[config.mk]
export PLATFORM = sky130hd
export DESIGN_NAME = key_debounce_flat
export DESIGN_NICKNAME = d
export VERILOG_FILES = /design/src/rtl/key_debounce_if.sv /design/src/rtl/key_debounce.sv /design/src/flat_wrapper.sv
export SDC_FILE = /design/constraint.sdc
export NUM_CORES = 1
export LEC_CHECK = 0
export ABC_AREA = 0
export CORE_ASPECT_RATIO = 2
export CORE_MARGIN = 2
export CORE_UTILIZATION = 45
export CTS_BUF_LIST = sky130_fd_sc_hd__clkbuf_4 sky130_fd_sc_hd__clkbuf_8
export DETAILED_ROUTE_END_ITERATION = 10
export SYNTH_ARGS = -nofsm -noshare
export SYNTH_HDL_FRONTEND = slang
export SYNTH_SLANG_ARGS = --single-unit
[constraint.sdc]
create_clock -name sysclk -period 3.1 [get_ports sysclk]
set_input_delay 0.93 -clock sysclk [delete_from_list [all_inputs] [get_ports sysclk]]
set_output_delay 0.93 -clock sysclk [all_outputs]
set_load 0.03 [all_outputs]
[src/rtl/key_debounce_if.sv]
// Key debounce port bundle: raw active-low pins in, debounced level and event pulses out.
// Master drives pins and consumes events; slave is the debouncer.
interface key_debounce_if #(
  parameter int KEY_NUM = 3
);
  logic [KEY_NUM-1:0] key_n;
  logic [KEY_NUM-1:0] key_level;
  logic [KEY_NUM-1:0] key_press;
  logic [KEY_NUM-1:0] key_release;
  logic [KEY_NUM-1:0] key_long;

  modport master (
    output key_n,
    input  key_level,
    input  key_press,
    input  key_release,
    input  key_long
  );

  modport slave (
    input  key_n,
    output key_level,
    output key_press,
    output key_release,
    output key_long
  );
endinterface

[src/rtl/key_debounce.sv]
// Per-key synchroniser + debounce FSM producing clean level and press/release/long pulses.
// Latency: edge accepted DB_CYCLES+3 edges after the pin is first sampled in its new state.
// Backpressure: none; events are single-cycle pulses the consumer must catch.
module key_debounce #(
  parameter int KEY_NUM     = 3,
  parameter int DB_CYCLES   = 400000,
  parameter int LONG_CYCLES = 20000000
) (
  input  logic          sysclk,
  input  logic          rst_n,
  key_debounce_if.slave kif
);

  localparam int CW = (LONG_CYCLES > 2) ? $clog2(LONG_CYCLES) : 1;
  localparam logic [CW-1:0] DB_LAST   = CW'(DB_CYCLES - 1);
  localparam logic [CW-1:0] LONG_LAST = CW'(LONG_CYCLES - 1);

  typedef enum logic [1:0] {
    IDLE,
    PRESS_DB,
    HELD,
    RELEASE_DB
  } state_t;

  for (genvar i = 0; i < KEY_NUM; i++) begin : g_ch
    logic [1:0]    sync_ff;
    logic          sync;
    state_t        state;
    logic [CW-1:0] cnt;
    logic          long_done;
    logic          level_q;
    logic          press_q;
    logic          release_q;
    logic          long_q;

    // sync is 1 while the key is released (pins are active-low)
    assign sync = sync_ff[1];

    always_ff @(posedge sysclk or negedge rst_n) begin
      if (!rst_n) begin
        sync_ff   <= 2'b11;
        state     <= IDLE;
        cnt       <= '0;
        long_done <= 1'b0;
        level_q   <= 1'b0;
        press_q   <= 1'b0;
        release_q <= 1'b0;
        long_q    <= 1'b0;
      end else begin
        sync_ff   <= {sync_ff[0], kif.key_n[i]};
        press_q   <= 1'b0;
        release_q <= 1'b0;
        long_q    <= 1'b0;
        case (state)
          IDLE: begin
            if (!sync) begin
              state <= PRESS_DB;
              cnt   <= '0;
            end
          end
          PRESS_DB: begin
            if (sync) begin
              state <= IDLE;
            end else if (cnt == DB_LAST) begin
              state     <= HELD;
              cnt       <= '0;
              long_done <= 1'b0;
              press_q   <= 1'b1;
              level_q   <= 1'b1;
            end else begin
              cnt <= cnt + 1'b1;
            end
          end
          HELD: begin
            // release wins over the long-press check in the same cycle
            if (sync) begin
              state <= RELEASE_DB;
              cnt   <= '0;
            end else begin
              if (cnt == LONG_LAST && !long_done) begin
                long_q    <= 1'b1;
                long_done <= 1'b1;
              end
              if (cnt != '1) begin
                cnt <= cnt + 1'b1;
              end
            end
          end
          RELEASE_DB: begin
            // bounce back keeps long_done so one press never yields two long events
            if (!sync) begin
              state <= HELD;
              cnt   <= '0;
            end else if (cnt == DB_LAST) begin
              state     <= IDLE;
              cnt       <= '0;
              release_q <= 1'b1;
              level_q   <= 1'b0;
            end else begin
              cnt <= cnt + 1'b1;
            end
          end
          default: state <= IDLE;
        endcase
      end
    end

    assign kif.key_level[i]   = level_q;
    assign kif.key_press[i]   = press_q;
    assign kif.key_release[i] = release_q;
    assign kif.key_long[i]    = long_q;

    a_evt_excl: assert property (@(posedge sysclk) disable iff (!rst_n)
      $onehot0({press_q, release_q, long_q}));
  end

endmodule

[src/flat_wrapper.sv]
// flat-port wrapper written by rule: the top's interface ports become plain ports
module key_debounce_flat 
#(
  parameter int KEY_NUM     = 3,
  parameter int DB_CYCLES   = 400000,
  parameter int LONG_CYCLES = 20000000
)
  (sysclk, rst_n, kif_key_n, kif_key_level, kif_key_press, kif_key_release, kif_key_long);
  key_debounce_if #(.KEY_NUM(KEY_NUM)) kif_i ();
  input  logic sysclk;
  input  logic rst_n;
  input wire logic [$bits(kif_i.key_n)-1:0] kif_key_n;
  output wire logic [$bits(kif_i.key_level)-1:0] kif_key_level;
  output wire logic [$bits(kif_i.key_press)-1:0] kif_key_press;
  output wire logic [$bits(kif_i.key_release)-1:0] kif_key_release;
  output wire logic [$bits(kif_i.key_long)-1:0] kif_key_long;
  assign kif_i.key_n = kif_key_n;
  assign kif_key_level = kif_i.key_level;
  assign kif_key_press = kif_i.key_press;
  assign kif_key_release = kif_i.key_release;
  assign kif_key_long = kif_i.key_long;
  key_debounce #(.KEY_NUM(KEY_NUM), .DB_CYCLES(DB_CYCLES), .LONG_CYCLES(LONG_CYCLES)) u_core (.sysclk(sysclk), .rst_n(rst_n), .kif(kif_i));
endmodule
==> impl_metrics.py, run 1 <==
metrics = {
    "status": {
        "status": "finished clean",
    },
    "pwr": {
        "peakVddDrop_mv": 0.273,
        "cellPowerDensity_nw_per_um2": 390,
        "p_leak_uw": 0.00248,
        "fin_total_pwr_uw": 2440,
    },
    "yosys": {
        "synth_area_um2": 5760,
        "yosys-top-cells-area": "dfrtp_1 (42%), o31ai_1 (3.9%), a21oi_1 (3.6%)",
        "ys_warn_count": 0,
        "synth-async-reset-ratio": 1.00,
        "synth_edf_count": 0,
        "synthFlopType": "dfrtp_1",
        "yosysSeqAreaShare": 0.444,
        "synth-seq-cells": 102,
        "synthDistinctLibCells": 67,
        "synthCells": 618,
        "synth_top_cell_by_area": "dfrtp_1",
        "avgSynthCellArea_um2": 9.32,
        "synth_top_area_frac": 0.417,
        "syn_nets": 626,
    },
    "clocking": {
        "numCtsBuffers": 9,
        "cts_tree": "yes",
        "ctsHoldBuffers": 0,
        "cts_resized": 0,
        "clockBufferDepth": 2,
        "cts.htree.levels": 3,
        "path_clk_slew_ns": 0.11,
        "cts.sinks": 102,
        "clock_latency_ns": 0.39,
        "postCtsSetupBuffers": 0,
        "root_buffer": "clkbuf_8",
    },
    "floorplan": {
        "start_util": 0.459,
        "ios": 17,
        "core-area_um2": 12600,
        "dieHeight_um": 164,
        "fp.dieW_um": 84.0,
        "fp.dieArea_um2": 13800,
        "rows": 58,
    },
    "sta": {
        "fin_skew_ns": 0.0135,
        "period_share": 0.793,
        "finalCriticalPeriod_ns": 2.46,
        "rsz0062_at_grt": "no",
        "setup_viol_count_final": 0,
        "drv_slew": 0,
        "tightestPinTransition_ns": 0.748,
        "hold_violations": 0,
        "tns_ns": 0,
        "hold_ws_ns": 0.362,
        "fmax_mhz": 407,
        "relSlewSlack": 0.497,
    },
    "drt": {
        "drc": 0,
        "drt-initial-drc-count": 262,
        "ant_nets": 0,
        "viasPerCell": 6.43,
        "wire_per_inst_um": 18.8,
        "vias": 5018,
        "drt-total-wl_mm": 14.7,
        "dr.pass1.iters": 4,
    },
    "global_route": {
        "grt_pass1_vias": 4928,
        "antenna_found_initial": 0,
        "grt_start_max_net_pins": 43,
        "grt-ovfl-total": 0,
        "track_usage": 0.221,
        "grt_pass1_wl_mm": 24.4,
    },
    "layout": {
        "finalNonFillerCells": 780,
        "finalNetCount": 633,
        "n_antenna_cell": 0,
        "n_fill_cell": 1183,
        "seqCellArea_um2": 2560,
        "multi_input_comb_area_um2": 2940,
        "drive_above_1_share": 0.0921,
        "syn2layout_area_growth_pct": 8.51,
        "layout_commonest_cell": "dfrtp_1",
        "layout_common_cells": "dfrtp_1 (96), nand2_1 (50), a21oi_1 (42)",
    },
    "worst_setup_path": {
        "cp.required_ns": 3.39,
        "path_max_fanout": 25,
        "worstSetupEndpointType": "flop",
        "critPathLaunchType": "flop",
        "arrival_ns": 2.75,
        "rrSetupSlack_ns": 0.64,
        "worst-setup-path-type": "flop to flop",
    },
    "placement": {
        "place_inst": 764,
        "io_buffers": 16,
        "gp_congestion": 0.895,
        "hpwl_mm": 10.9,
    },
    "hold_path": {
        "hold_class": "flop to flop",
    },
    "flow_run": {
        "maxCapViolations": 0,
    },
}
[layer usage]
metal,GRT usage,vias to the layer above,share of wire
li1,-,2377,-
met1,0.244,2502,0.38
met2,0.409,110,0.56
met3,0.0281,29,0.029
met4,0.112,0,0.029
met5,0,-,0
[report_power, final]
group / leakage [µW] / switching, µW / internal (µW)
Clock: 0.000109 / 499 / 408
Sequential: 0.00139 / 26.3 / 1360
Combinational: 0.000976 / 101 / 50.8
Total: 0.00248 / 626 / 1810
[state kept, by name (all words and copies together) (netlist names), named ones only]
name,cells
u_core.g_ch.long_done,3
u_core.g_ch.release_q,3
u_core.g_ch.sync_ff,6
u_core.g_ch.cnt,75
u_core.g_ch.state,3
u_core.g_ch.long_q,3
u_core.g_ch.press_q,3
u_core.g_ch.level_q,3
[synth_stat cells (all sizes together) (3+ instances only)]
master,count
ha,3
clkbuf,11
nor4bb,3
dfrtp,96
nor2,26
dfstp,6
a21oi,42
a221o,3
nand2b,3
inv,18
and3,15
a31o,3
nor4b,3
or4,27
nor2b,7
o21ai,32
nand2,50
buf,24
nor4,20
xnor2,5
o21a,3
nand4,17
or3,16
and2,10
nor3,19
a22o,11
nand3,36
or2,6
o41ai,4
xor2,4
o31ai,31
and4,14
a22oi,10
o21bai,6
a21o,7
nor3b,5
[cells by family after synthesis]
family	count (synthesis)	synth area share
mux	2	0.00391
xor+xnor	9	0.0137
buf+inv	53	0.0473
compound gates	167	0.199
fa+ha+maj	3	0.00652
flops	102	0.444
simple gates	282	0.286
[final cells by class]
cell class	count	share of cell area
Multi-Input combinational cell	463	0.470
Sequential cell	102	0.409
Timing Repair Buffer	31	0.0452
Tap cell	150	0.0300
Clock buffer	10	0.0220
Clock inverter	6	0.0122
Inverter	18	0.0108
[through the flow]
step	instance area, µm²	setup slack [ns]	utilization
after CTS	6250	0.656	0.498
after floorplan	5760	0.865	-
final	6250	0.641	0.498
after global placement	6040	0.718	0.481
after global routing	6250	0.455	0.498
after detailed placement	6040	0.667	0.481
[worst paths after layout]
kind,endpoint,cells past startpoint,startpoint
setup reg to reg,u_core.g_ch[2].cnt[0],6,flop
setup / recovery,u_core.g_ch[2].cnt[0],6,flop
hold reg to reg,u_core.g_ch[0].sync_ff[1],0,u_core.g_ch[0].sync_ff[0]
max in group asynchronous,u_core.g_ch[1].sync_ff[1],2,rst_n
hold / removal,u_core.g_ch[0].sync_ff[1],0,u_core.g_ch[0].sync_ff[0]
min in group asynchronous,u_core.g_ch[2].cnt[5],1,rst_n
[critical path: stages (launching register included)]
cell and delay [ns]:
dfrtp_1 0.47, nor3b_1 0.37, nand3_1 0.26, o41ai_4 0.53, buf_4 0.33, nor2_1 0.13, mux2_2 0.27
No activity file was read; power rests on OpenSTA's default activity.
==> inputs of run 2 (changes only) <==
==> constraint.sdc (replaced) <==
create_clock -name sysclk -period 2.3 [get_ports sysclk]
set_input_delay 0.69 -clock sysclk [delete_from_list [all_inputs] [get_ports sysclk]]
set_output_delay 0.69 -clock sysclk [all_outputs]
set_load 0.03 [all_outputs]
==> impl_metrics.py, run 2 (synthesis results as in run 1) <==
metrics = {
    "status": {
        "status": "finished clean",
    },
    "worst_setup_path": {
        "r2r_end": "u_core.g_ch[2].cnt[8]",
        "worst-setup-path-type": "flop to flop",
        "critPathLaunchType": "flop",
        "worstSetupEndpointType": "flop",
        "path_max_fanout": 9,
        "critPathCapture": "u_core.g_ch[2].cnt[8]",
        "startpoint": "u_core.g_ch[2].cnt[20]",
        "rrSetupSlack_ns": 0.06,
        "cp.required_ns": 2.58,
        "timing.rr.start": "u_core.g_ch[2].cnt[20]",
        "arrival_ns": 2.51,
        "r2r_cells": 5,
    },
    "layout": {
        "reg.largest.list": "u_core.g_ch.cnt (75), u_core.g_ch.sync_ff (6)",
        "layout_commonest_cell": "dfrtp_1",
        "largest_reg_flops": 75,
        "syn2layout_area_growth_pct": 14.8,
        "finalNetCount": 672,
        "top_register": "u_core.g_ch.cnt",
        "final_cell_area_um2": 6610,
        "layout_common_cells": "dfrtp_1 (96), buf_4 (52), nand2_1 (50)",
        "fin_util": 0.527,
        "drive_above_1_share": 0.152,
        "finalNonFillerCells": 819,
        "n_fill_cell": 1161,
        "n_antenna_cell": 0,
    },
    "floorplan": {
        "start_util": 0.459,
        "rows": 58,
        "ios": 17,
        "dieHeight_um": 164,
        "fp.dieArea_um2": 13800,
        "fp.dieW_um": 84.0,
        "core-area_um2": 12600,
    },
    "placement": {
        "gp_congestion": 0.937,
        "io_buffers": 16,
        "hpwl_mm": 11.8,
        "place_area_um2": 6350,
        "place_inst": 802,
    },
    "pwr": {
        "internal-power_uw": 2500,
        "combPwrFrac": 0.072,
        "p_sw_uw": 829,
        "cellPowerDensity_nw_per_um2": 503,
        "seqPwrFrac": 0.559,
        "switching_share": 0.249,
        "power_frac_clock": 0.370,
        "peakVddDrop_mv": 0.351,
        "p_leak_uw": 0.00271,
    },
    "drt": {
        "drt-initial-drc-count": 293,
        "ant_nets": 0,
        "viasPerCell": 6.42,
        "vias": 5254,
        "dr.pass1.iters": 4,
        "wire_per_inst_um": 19.0,
        "drt-total-wl_mm": 15.6,
        "drc": 0,
    },
    "sta": {
        "hold_ws_ns": 0.300,
        "hold_violations": 0,
        "setup_viol_count_final": 0,
        "fin_skew_ns": 0.0196,
        "tightestPinTransition_ns": 0.594,
        "finalCriticalPeriod_ns": 2.24,
        "tns_ns": 0,
        "fmax_mhz": 447,
        "rsz0062_at_grt": "no",
        "drv_slew": 0,
        "period_share": 0.973,
        "relSlewSlack": 0.604,
    },
    "clocking": {
        "ctsHoldBuffers": 0,
        "numCtsBuffers": 9,
        "clock_latency_ns": 0.38,
        "path_clk_slew_ns": 0.11,
        "cts.htree.levels": 3,
        "cts.sinks": 102,
        "clockBufferDepth": 2,
        "cts_tree": "yes",
        "root_buffer": "clkbuf_8",
    },
    "global_route": {
        "grt_start_max_net_pins": 43,
        "track_usage": 0.236,
        "grt-ovfl-total": 0,
        "antenna_found_initial": 0,
        "grt_pass1_vias": 5401,
        "grt_pass1_wl_mm": 25.9,
    },
    "flow_run": {
        "maxCapViolations": 0,
    },
    "hold_path": {
        "hold_class": "input pin to async pin",
    },
}
==> run 2: repair_timing <==
action,in CTS,in global routing
endpoints found under the setup margin,0,37
gates resized for setup,0,7
setup buffers,0,1
==> run 2: cell type report <==
cell class / instances / area (µm²) / area share
multi-input combinational: 463 / 2980 / 0.451
tap: 150 / 188 / 0.0284
timing repair buffer: 70 / 601 / 0.0908
clock buffer: 12 / 159 / 0.0240
inverter: 18 / 67.6 / 0.0102
clock inverter: 4 / 55.1 / 0.00832
sequential: 102 / 2560 / 0.387
==> run 2: worst min-delay path by stage <==
stage                                end  slack [ns]  depth (start not counted)
2_1_floorplan  u_core.g_ch[0].sync_ff[1]        0.35                          0
3_3_place_gp   u_core.g_ch[0].sync_ff[1]        0.35                          0
3_5_place_dp   u_core.g_ch[2].sync_ff[1]        0.35                          0
4_1_cts            u_core.g_ch[2].cnt[4]        0.32                          1
5_1_grt            u_core.g_ch[2].cnt[4]        0.33                          1
6_report           u_core.g_ch[1].long_q        0.30                          1
==> run 2: power groups by stage <==
stage / sequential (µW) / combinational, µW / clock [µW]
CTS: 1860 / 235 / 1260
detailed placement: 1890 / 235 / 0
finish: 1860 / 239 / 1230
floorplan: 1880 / 122 / 0
global route: 1860 / 265 / 1320
global placement: 1890 / 229 / 0
==> run 2: metrics by stage <==
step	worst slack, ns	power [µW]
floorplan	0.0651	2010
global placement	0.0727	2120
detailed placement	0.0295	2130
CTS	0.0186	3350
global route	0.0133	3450
finish	0.0614	3330
==> run 2: worst max-delay path: stages, from the launching register on <==
cell and delay [ns]:
dfrtp_1 0.40, or4_4 0.54, or4b_4 0.50, o21a_2 0.28
a21o_1 0.20, a22o_1 0.22
==> run 2: layer usage <==
metal | track usage | part of all wire | vias up
met5 | 0 | 0 | -
met4 | 0.150 | 0.058 | 0
met3 | 0.0322 | 0.022 | 61
met2 | 0.446 | 0.55 | 115
met1 | 0.237 | 0.37 | 2610
li1 | - | - | 2468
==> inputs of run 3 (changes only) <==
--- a/config.mk
+++ b/config.mk
@@ -6,7 +6,6 @@
 export NUM_CORES = 1
 export LEC_CHECK = 0
 export ABC_AREA = 0
-export CORE_ASPECT_RATIO = 2
 export CORE_MARGIN = 2
 export CORE_UTILIZATION = 45
 export CTS_BUF_LIST = sky130_fd_sc_hd__clkbuf_4 sky130_fd_sc_hd__clkbuf_8
==> impl_metrics.py, run 3 (synthesis results as in run 1) <==
metrics = {
    "status": {
        "status": "finished clean",
    },
    "layout": {
        "reg.largest.list": "u_core.g_ch.cnt (75), u_core.g_ch.sync_ff (6)",
        "largest_reg_flops": 75,
        "n_antenna_cell": 0,
        "layout_commonest_cell": "dfrtp_1",
        "n_fill_cell": 1170,
        "syn2layout_area_growth_pct": 15.0,
        "drive_above_1_share": 0.150,
        "finalNetCount": 671,
        "top_register": "u_core.g_ch.cnt",
        "final_cell_area_um2": 6620,
        "layout_common_cells": "dfrtp_1 (96), buf_4 (51), nand2_1 (50)",
    },
    "global_route": {
        "antenna_found_initial": 0,
        "track_usage": 0.222,
        "grt-ovfl-total": 0,
        "grt_pass1_wl_mm": 24.0,
        "grt_pass1_vias": 4875,
        "grt_start_max_net_pins": 36,
    },
    "clocking": {
        "ctsHoldBuffers": 0,
        "cts.sinks": 102,
        "path_clk_slew_ns": 0.11,
        "root_buffer": "clkbuf_8",
        "clockBufferDepth": 2,
        "clock_latency_ns": 0.41,
        "cts.htree.levels": 3,
        "numCtsBuffers": 9,
        "cts_tree": "yes",
    },
    "drt": {
        "wire_per_inst_um": 17.1,
        "dr.pass1.iters": 5,
        "drc": 0,
        "ant_nets": 0,
        "vias": 5085,
        "drt-initial-drc-count": 352,
        "viasPerCell": 6.05,
        "drt-total-wl_mm": 14.3,
    },
    "worst_setup_path": {
        "arrival_ns": 2.52,
        "worst-setup-path-type": "flop to flop",
        "timing.rr.start": "u_core.g_ch[2].cnt[21]",
        "critPathLaunchType": "flop",
        "r2r_end": "u_core.g_ch[2].cnt[8]",
        "crit_chain": "or4_4 > or4b_4 > o21a_4 > a21o_1 > a22o_1",
        "max_stage_delay_ns": 0.55,
        "rrSetupSlack_ns": 0.07,
        "worstSetupEndpointType": "flop",
        "path_max_fanout": 9,
        "cp.required_ns": 2.59,
        "r2r_cells": 5,
        "critPathSlowestCell": "or4_4",
    },
    "floorplan": {
        "rows": 41,
        "ios": 17,
        "fp.dieArea_um2": 13700,
        "start_util": 0.458,
        "fp.dieW_um": 117,
        "dieHeight_um": 117,
        "core-area_um2": 12600,
    },
    "sta": {
        "relSlewSlack": 0.646,
        "fin_skew_ns": 0.0209,
        "fmax_mhz": 449,
        "period_share": 0.969,
        "hold_ws_ns": 0.154,
        "hold_violations": 0,
        "rsz0062_at_grt": "yes",
        "finalCriticalPeriod_ns": 2.23,
        "drv_slew": 0,
        "tightestPinTransition_ns": 0.526,
        "setup_viol_count_final": 0,
        "setup_slack_ns": 0.0724,
    },
    "hold_path": {
        "hold_class": "input pin to async pin",
    },
    "pwr": {
        "cellPowerDensity_nw_per_um2": 494,
        "p_leak_uw": 0.00267,
        "fin_total_pwr_uw": 3270,
        "peakVddDrop_mv": 0.433,
    },
    "placement": {
        "dp_worst_setup_slack_ns": 0.00118,
        "io_buffers": 16,
        "gp_congestion": 0.904,
        "place_area_um2": 6360,
        "hpwl_mm": 10.3,
    },
    "flow_run": {
        "maxCapViolations": 0,
    },
}
run 3: cell types whose count changed in the layout (fill, tap and decap cells not counted), sizes merged:
cell	previous run	this run
clkbuf	12	10
buf	55	54
clkinv	2	3
clkinvlp	1	2
run 3: metal layers:
| metal | up-vias | GRT usage | wire length, µm |
|---|---|---|---|
| met1 | 2486 | 0.302 | 6600 |
| li1 | 2459 | - | - |
| met5 | - | 0 | 0 |
| met3 | 24 | 0.0469 | 588 |
| met2 | 116 | 0.351 | 6810 |
| met4 | 0 | 0.0855 | 332 |
run 3: cell type report:
type / count / area [µm²] / share of cell area
multi-input cells: 463 / 2990 / 0.452
flip-flops and latches: 102 / 2560 / 0.386
repair buffers: 69 / 593 / 0.0895
well taps: 172 / 215 / 0.0325
clock buffers: 10 / 131 / 0.0198
inverters: 18 / 67.6 / 0.0102
clock inverters: 6 / 63.8 / 0.00963
run 3: repair_timing:
item,CTS,global route
buffers inserted,0,2
gates resized for setup,1,6
endpoints found under the hold margin,0,0
endpoints found under the setup margin,1,40
pin swaps,0,1
run 3: report_power, final:
| group | internal [µW] | switching, µW |
|---|---|---|
| clock network | 514 | 670 |
| logic | 90.1 | 145 |
| registers | 1830 | 28.2 |
| total | 2430 | 844 |
run 3: worst max path at each step:
stage / start / to / slack, ns / cells after the start
6_report: u_core.g_ch[2].cnt[21] / u_core.g_ch[2].cnt[8] / 0.07 / 5
3_3_place_gp: u_core.g_ch[0].cnt[21] / u_core.g_ch[0].cnt[0] / 0.03 / 6
3_5_place_dp: u_core.g_ch[2].cnt[21] / u_core.g_ch[2].cnt[8] / 0.001 / 5
2_1_floorplan: u_core.g_ch[2].cnt[21] / u_core.g_ch[2].cnt[7] / 0.07 / 6
4_1_cts: u_core.g_ch[0].cnt[21] / u_core.g_ch[0].cnt[0] / 0.02 / 6
5_1_grt: u_core.g_ch[0].cnt[21] / u_core.g_ch[0].cnt[0] / -0.04 / 6
run 3: through the flow:
stage / util / std cells / TNS [ns]
after floorplan: - / 618 / 0
after CTS: 0.522 / 838 / 0
final: 0.527 / 840 / 0
after global routing: 0.527 / 840 / -0.145
after detailed placement: 0.506 / 822 / 0
after global placement: 0.506 / 822 / 0
run 3: critical path: cells and delay by family, from the launching register on:
family             cells  cell delay [ns]
AOI/OAI and AO/OA      3             0.67
DFF                    1             0.39
and+or+nand+nor        2             1.06
